--- src/rtl/writemem_seq.sv ---
// writemem_seq: burst writer that streams bytes into a 2**ADDR_W x DATA_W memory
// Ports:
//   i_clk, i_rst_n        clock, synchronous active-low reset
//   i_start               begin a burst (sampled only in IDLE)
//   i_base_addr, i_len    first address and word count, captured on accepted start
//   i_in_valid, i_in_data write stream; o_in_ready high while loading
//   o_busy, o_done        FSM not idle / one-cycle burst-complete pulse
//   o_wr_count            words accepted in current/last burst
//   i_rd_addr, o_rd_data  combinational read port
//   o_checksum            running byte sum, present only with WRITEMEM_CHECKSUM_EN defined
module writemem_seq #(
  parameter int ADDR_W = 8,
  parameter int DATA_W = 8
) (
  input  logic              i_clk,
  input  logic              i_rst_n,
  input  logic              i_start,
  input  logic [ADDR_W-1:0] i_base_addr,
  input  logic [ADDR_W:0]   i_len,
  input  logic              i_in_valid,
  input  logic [DATA_W-1:0] i_in_data,
  output logic              o_in_ready,
  output logic              o_busy,
  output logic              o_done,
  output logic [ADDR_W:0]   o_wr_count,
  input  logic [ADDR_W-1:0] i_rd_addr,
  output logic [DATA_W-1:0] o_rd_data
`ifdef WRITEMEM_CHECKSUM_EN
  ,
  output logic [DATA_W-1:0] o_checksum
`endif
);
  typedef enum logic [1:0] {IDLE, LOAD, DONE} state_t;
  state_t              r_state;
  logic [ADDR_W-1:0]   r_ptr;
  logic [ADDR_W:0]     r_rem;
  logic [ADDR_W:0]     r_wr_count;
  logic                r_in_ready;
  logic                r_busy;
  logic                r_done;
  logic [DATA_W-1:0]   r_mem [2**ADDR_W];
  logic                w_beat;
  logic                w_last;
  assign w_beat     = i_in_valid && r_in_ready;
  assign w_last     = r_rem == {{ADDR_W{1'b0}}, 1'b1};
  assign o_in_ready = r_in_ready;
  assign o_busy     = r_busy;
  assign o_done     = r_done;
  assign o_wr_count = r_wr_count;
  assign o_rd_data  = r_mem[i_rd_addr];
  always_ff @(posedge i_clk) begin
    if (!i_rst_n) begin
      r_state    <= IDLE;
      r_ptr      <= '0;
      r_rem      <= '0;
      r_wr_count <= '0;
      r_in_ready <= 1'b0;
      r_busy     <= 1'b0;
      r_done     <= 1'b0;
    end else begin
      case (r_state)
        IDLE: if (i_start) begin
          r_ptr      <= i_base_addr;
          r_rem      <= i_len;
          r_wr_count <= '0;
          r_busy     <= 1'b1;
          r_state    <= (i_len == '0) ? DONE : LOAD;
          r_done     <= i_len == '0;
          r_in_ready <= i_len != '0;
        end
        LOAD: if (w_beat) begin
          r_ptr      <= r_ptr + 1'b1;
          r_rem      <= r_rem - 1'b1;
          r_wr_count <= r_wr_count + 1'b1;
          r_state    <= w_last ? DONE : LOAD;
          r_done     <= w_last;
          r_in_ready <= !w_last;
        end
        DONE: begin
          r_state <= IDLE;
          r_done  <= 1'b0;
          r_busy  <= 1'b0;
        end
        default: r_state <= IDLE;
      endcase
    end
  end
  // Storage is never cleared; a beat coinciding with reset is dropped.
  always_ff @(posedge i_clk) begin
    if (i_rst_n && w_beat) r_mem[r_ptr] <= i_in_data;
  end
`ifdef WRITEMEM_CHECKSUM_EN
  logic [DATA_W-1:0] r_checksum;
  assign o_checksum = r_checksum;
  always_ff @(posedge i_clk) begin
    if (!i_rst_n) r_checksum <= '0;
    else if (r_state == IDLE && i_start) r_checksum <= '0;
    else if (w_beat) r_checksum <= r_checksum + i_in_data;
  end
`endif
endmodule

--- config.mk ---
export PLATFORM = sky130hd
export DESIGN_NAME = writemem_seq
export DESIGN_NICKNAME = d
export VERILOG_FILES = /design/src/rtl/writemem_seq.sv
export SDC_FILE = /design/constraint.sdc
export NUM_CORES = 2
export LEC_CHECK = 0
export ABC_CLOCK_PERIOD_IN_PS = 3900
export CAP_MARGIN = 20
export CORE_UTILIZATION = 60
export CTS_BUF_LIST = sky130_fd_sc_hd__clkbuf_16
export CTS_CLUSTER_SIZE = 40
export DETAILED_ROUTE_END_ITERATION = 10
export PLACE_DENSITY = 0.75
export REMOVE_ABC_BUFFERS = 1
export SYNTH_ARGS = -nofsm -noshare
export SYNTH_HDL_FRONTEND = slang
export SYNTH_SLANG_ARGS = --single-unit
--- constraint.sdc ---
create_clock -name i_clk -period 3.9 [get_ports i_clk]
set_input_delay 0.78 -clock i_clk [delete_from_list [all_inputs] [get_ports i_clk]]
set_output_delay 0.78 -clock i_clk [all_outputs]
set_load 0.02 [all_outputs]
==> metrics <==
outcome complete, but fails checks; failing checks setup timing; GRT Util Overall 0.313; Worst Setup EP o_rd_data[0]; Initial Utilization 0.606; r2r startpoint r_ptr[2]$_SDFFE_PN0P_; Final Max Tran Viols 0; RSZ-0062 raised after global routing yes; top cell type's share of synthesized area 0.757; hold buffer count at cts 0; crit path from i_rd_addr[2]; number of synthesized flops with an enable pin 2,048; Area Growth Syn to Fin 18.0%; Reg clk slew, reported paths 0.06 ns; setup ws final -0.391 ns; die width 370 um; Post-synth ARST share 0; Slew @ Worst Pin 1.02 ns; Max Cap Violations 0; layout cell share with drive strength beyond 1 0.323; Via Count 44,650; die extent in y 370 um; global-route wire length before repair 305,000 um; Area contributors post-synth edfxtp_1 76%, mux4_2 12%, mux2i_1 1.7%; Vias/cell 6.77; TritonCTS clock tree yes; R2R setup slack 0.98 ns; number of CTS-inserted buffers 197; P_leak 31.3 nW; cell taking the most area after synthesis edfxtp_1; clk buf depth 3; critical setup path kind in -> out; drt drc 0; nets 4,703; Initial DRT Pass Iterations 9; Worst EP arrival 3.51 ns; Die ar. 137,000 um2; dpl hpwl 130,000 um; CP Data Required Time 3.12 ns; clock sinks 2,079; # fillers 7,512; root buf cell clkbuf_16; hold crit path type reg -> reg; worst hold slack 0.510 ns; Pwr Density 491 nW/um2; Cell Area, Synth 81,200 um2; commonest cells in the netlist 2,048 x edfxtp_1, 441 x mux4_2, 304 x nor2_1; Final setup viols 8; number of DRC markers in iteration 0 6,531; DR WL/cell 32.3 um; minimum clock period 4.29 ns; final wirelength 213,000 um; Slew headroom 0.317; maximum VDD drop 0.530 mV; PortBufs 56; Fmax 0.233 GHz; syn_area_per_cell 20.5 um2; std cell rows 134; fin crit share 1.10; Reg2Reg Depth 4; CP Capture Type output port; register area share after synthesis 0.765; Yosys reg bits 2,079; I/O pin cnt 57; Clock Skew 0.0327 ns; FF-to-FF End r_mem[244][6]$_DFFE_PP_; endpoints failing hold 0; Worst Path Max Fanout 16; largest net degree at the start of global routing 121; gpl congestion 0.950; initial antenna violation count 2; Syn Inst Count 3,969; vias in the first global route 44,174; Antenna Violating Nets Remaining 0; grt ovf 0; CP Launch Type primary input; Yosys cell types 67; most numerous cell in the Yosys netlist edfxtp_1; power consumption 47.0 mW; Yosys warnings 0; number of H-tree levels 4; Post-synth top flop edfxtp_1; clk_lat worst skew 0.86 ns; core area 134,000 um2
## kinds of logic after synthesis
group / Yosys count / share of synthesized area
AO/OA/AOI/OAI: 480 / 0.0423
adder cells (fa/ha/maj): 11 / 0.00169
multiplexers: 590 / 0.142
XOR/XNOR: 6 / 0.000647
buffers and inverters: 266 / 0.0198
flip-flops: 2079 / 0.765
AND/OR/NAND/NOR: 537 / 0.0291
## where the power goes
group	leakage (nW)	internal, mW	switching (mW)
Clock	3.12	9.74	8.27
Combinational	9.56	1.62	2.58
Sequential	18.7	24.7	0.168
## placed cells by master, fill, tap and decap left out, types with 19 or more instances in the layout
cell type           n
a21oi_1            86
nor3_1             35
clkdlybuf4s50_1    34
clkbuf_16         199
a22oi_1            90
mux2i_1           136
buf_4             566
buf_6              45
clkinv_1           59
a22o_1             39
o22ai_1            33
dfxtp_1            31
edfxtp_1         2048
nand2_1            66
nor2_1            295
o221ai_1           19
clkinv_2           31
nand3_1            35
o21ai_0            52
inv_1              60
buf_12             56
mux4_2            444
## critical path: stages
cell	delay [ns]
buf_4	0.20
buf_4	0.18
inv_2	0.12
buf_4	0.26
buf_4	0.38
mux2i_1	0.15
a21o_1	0.21
a21oi_1	0.38
o32ai_4	0.22
buf_6	0.17
a211oi_4	0.25
buf_6	0.17
## repair_timing
item | in CTS | in global routing
pin swaps | 41 | 37
buffers inserted | 61 | 27
gates cloned | 6 | 0
hold endpoints to repair | 0 | 0
setup endpoints to repair | 8 | 8
gates resized for setup | 222 | 70
## routing by layer
layer	vias up	part of all wire	track usage
li1	17961	-	-
met1	23076	0.37	0.442
met2	3143	0.48	0.486
met3	470	0.12	0.0747
met4	0	0.037	0.106
met5	-	0	0
## how the worst min path moves through the flow
| stage | from | end | depth (start not counted) |
|---|---|---|---|
| floorplan | r_rem[1]$_SDFFE_PN0P_ | r_rem[1]$_SDFFE_PN0P_ | 2 |
| global placement | r_rem[1]$_SDFFE_PN0P_ | r_rem[1]$_SDFFE_PN0P_ | 2 |
| detailed placement | o_done$_SDFFE_PN0P_ | o_done$_SDFFE_PN0P_ | 1 |
| CTS | r_rem[1]$_SDFFE_PN0P_ | r_rem[1]$_SDFFE_PN0P_ | 2 |
| global route | r_rem[1]$_SDFFE_PN0P_ | r_rem[1]$_SDFFE_PN0P_ | 2 |
| finish | r_rem[1]$_SDFFE_PN0P_ | r_rem[1]$_SDFFE_PN0P_ | 2 |
## sequential cells by signal, indices dropped and copies added, names as in the netlist
name / flops
o_in_ready: 1
r_ptr: 8
o_busy: 1
r_mem: 2048
o_wr_count: 9
r_state: 2
r_rem: 9
o_done: 1
## final cells by class
class,count,area [um2],share of cell area
antenna,5,12.5,0.000131
timing repair buffer,738,6910,0.0721
tap,1768,2210,0.0231
inverter,15,57.6,0.000601
clock inverter,166,1060,0.0111
clock buffer,199,4980,0.0520
multi-input combinational,1624,18500,0.193
sequential,2079,62100,0.648
## per-stage QoR
| step | cell area, um2 | TNS, ns | cells | setup slack, ns | util |
|---|---|---|---|---|---|
| after floorplan | 79700 | -4.85 | 3718 | -0.890 | - |
| after global placement | 87600 | -7.93 | 6138 | -1.42 | 0.654 |
| after detailed placement | 87600 | -7.91 | 6138 | -1.41 | 0.654 |
| after CTS | 95200 | -1.87 | 6565 | -0.334 | 0.711 |
| after global routing | 95800 | -2.49 | 6589 | -0.424 | 0.715 |
| final | 95800 | -2.37 | 6594 | -0.391 | 0.715 |
(Power assumes the default switching activity.)
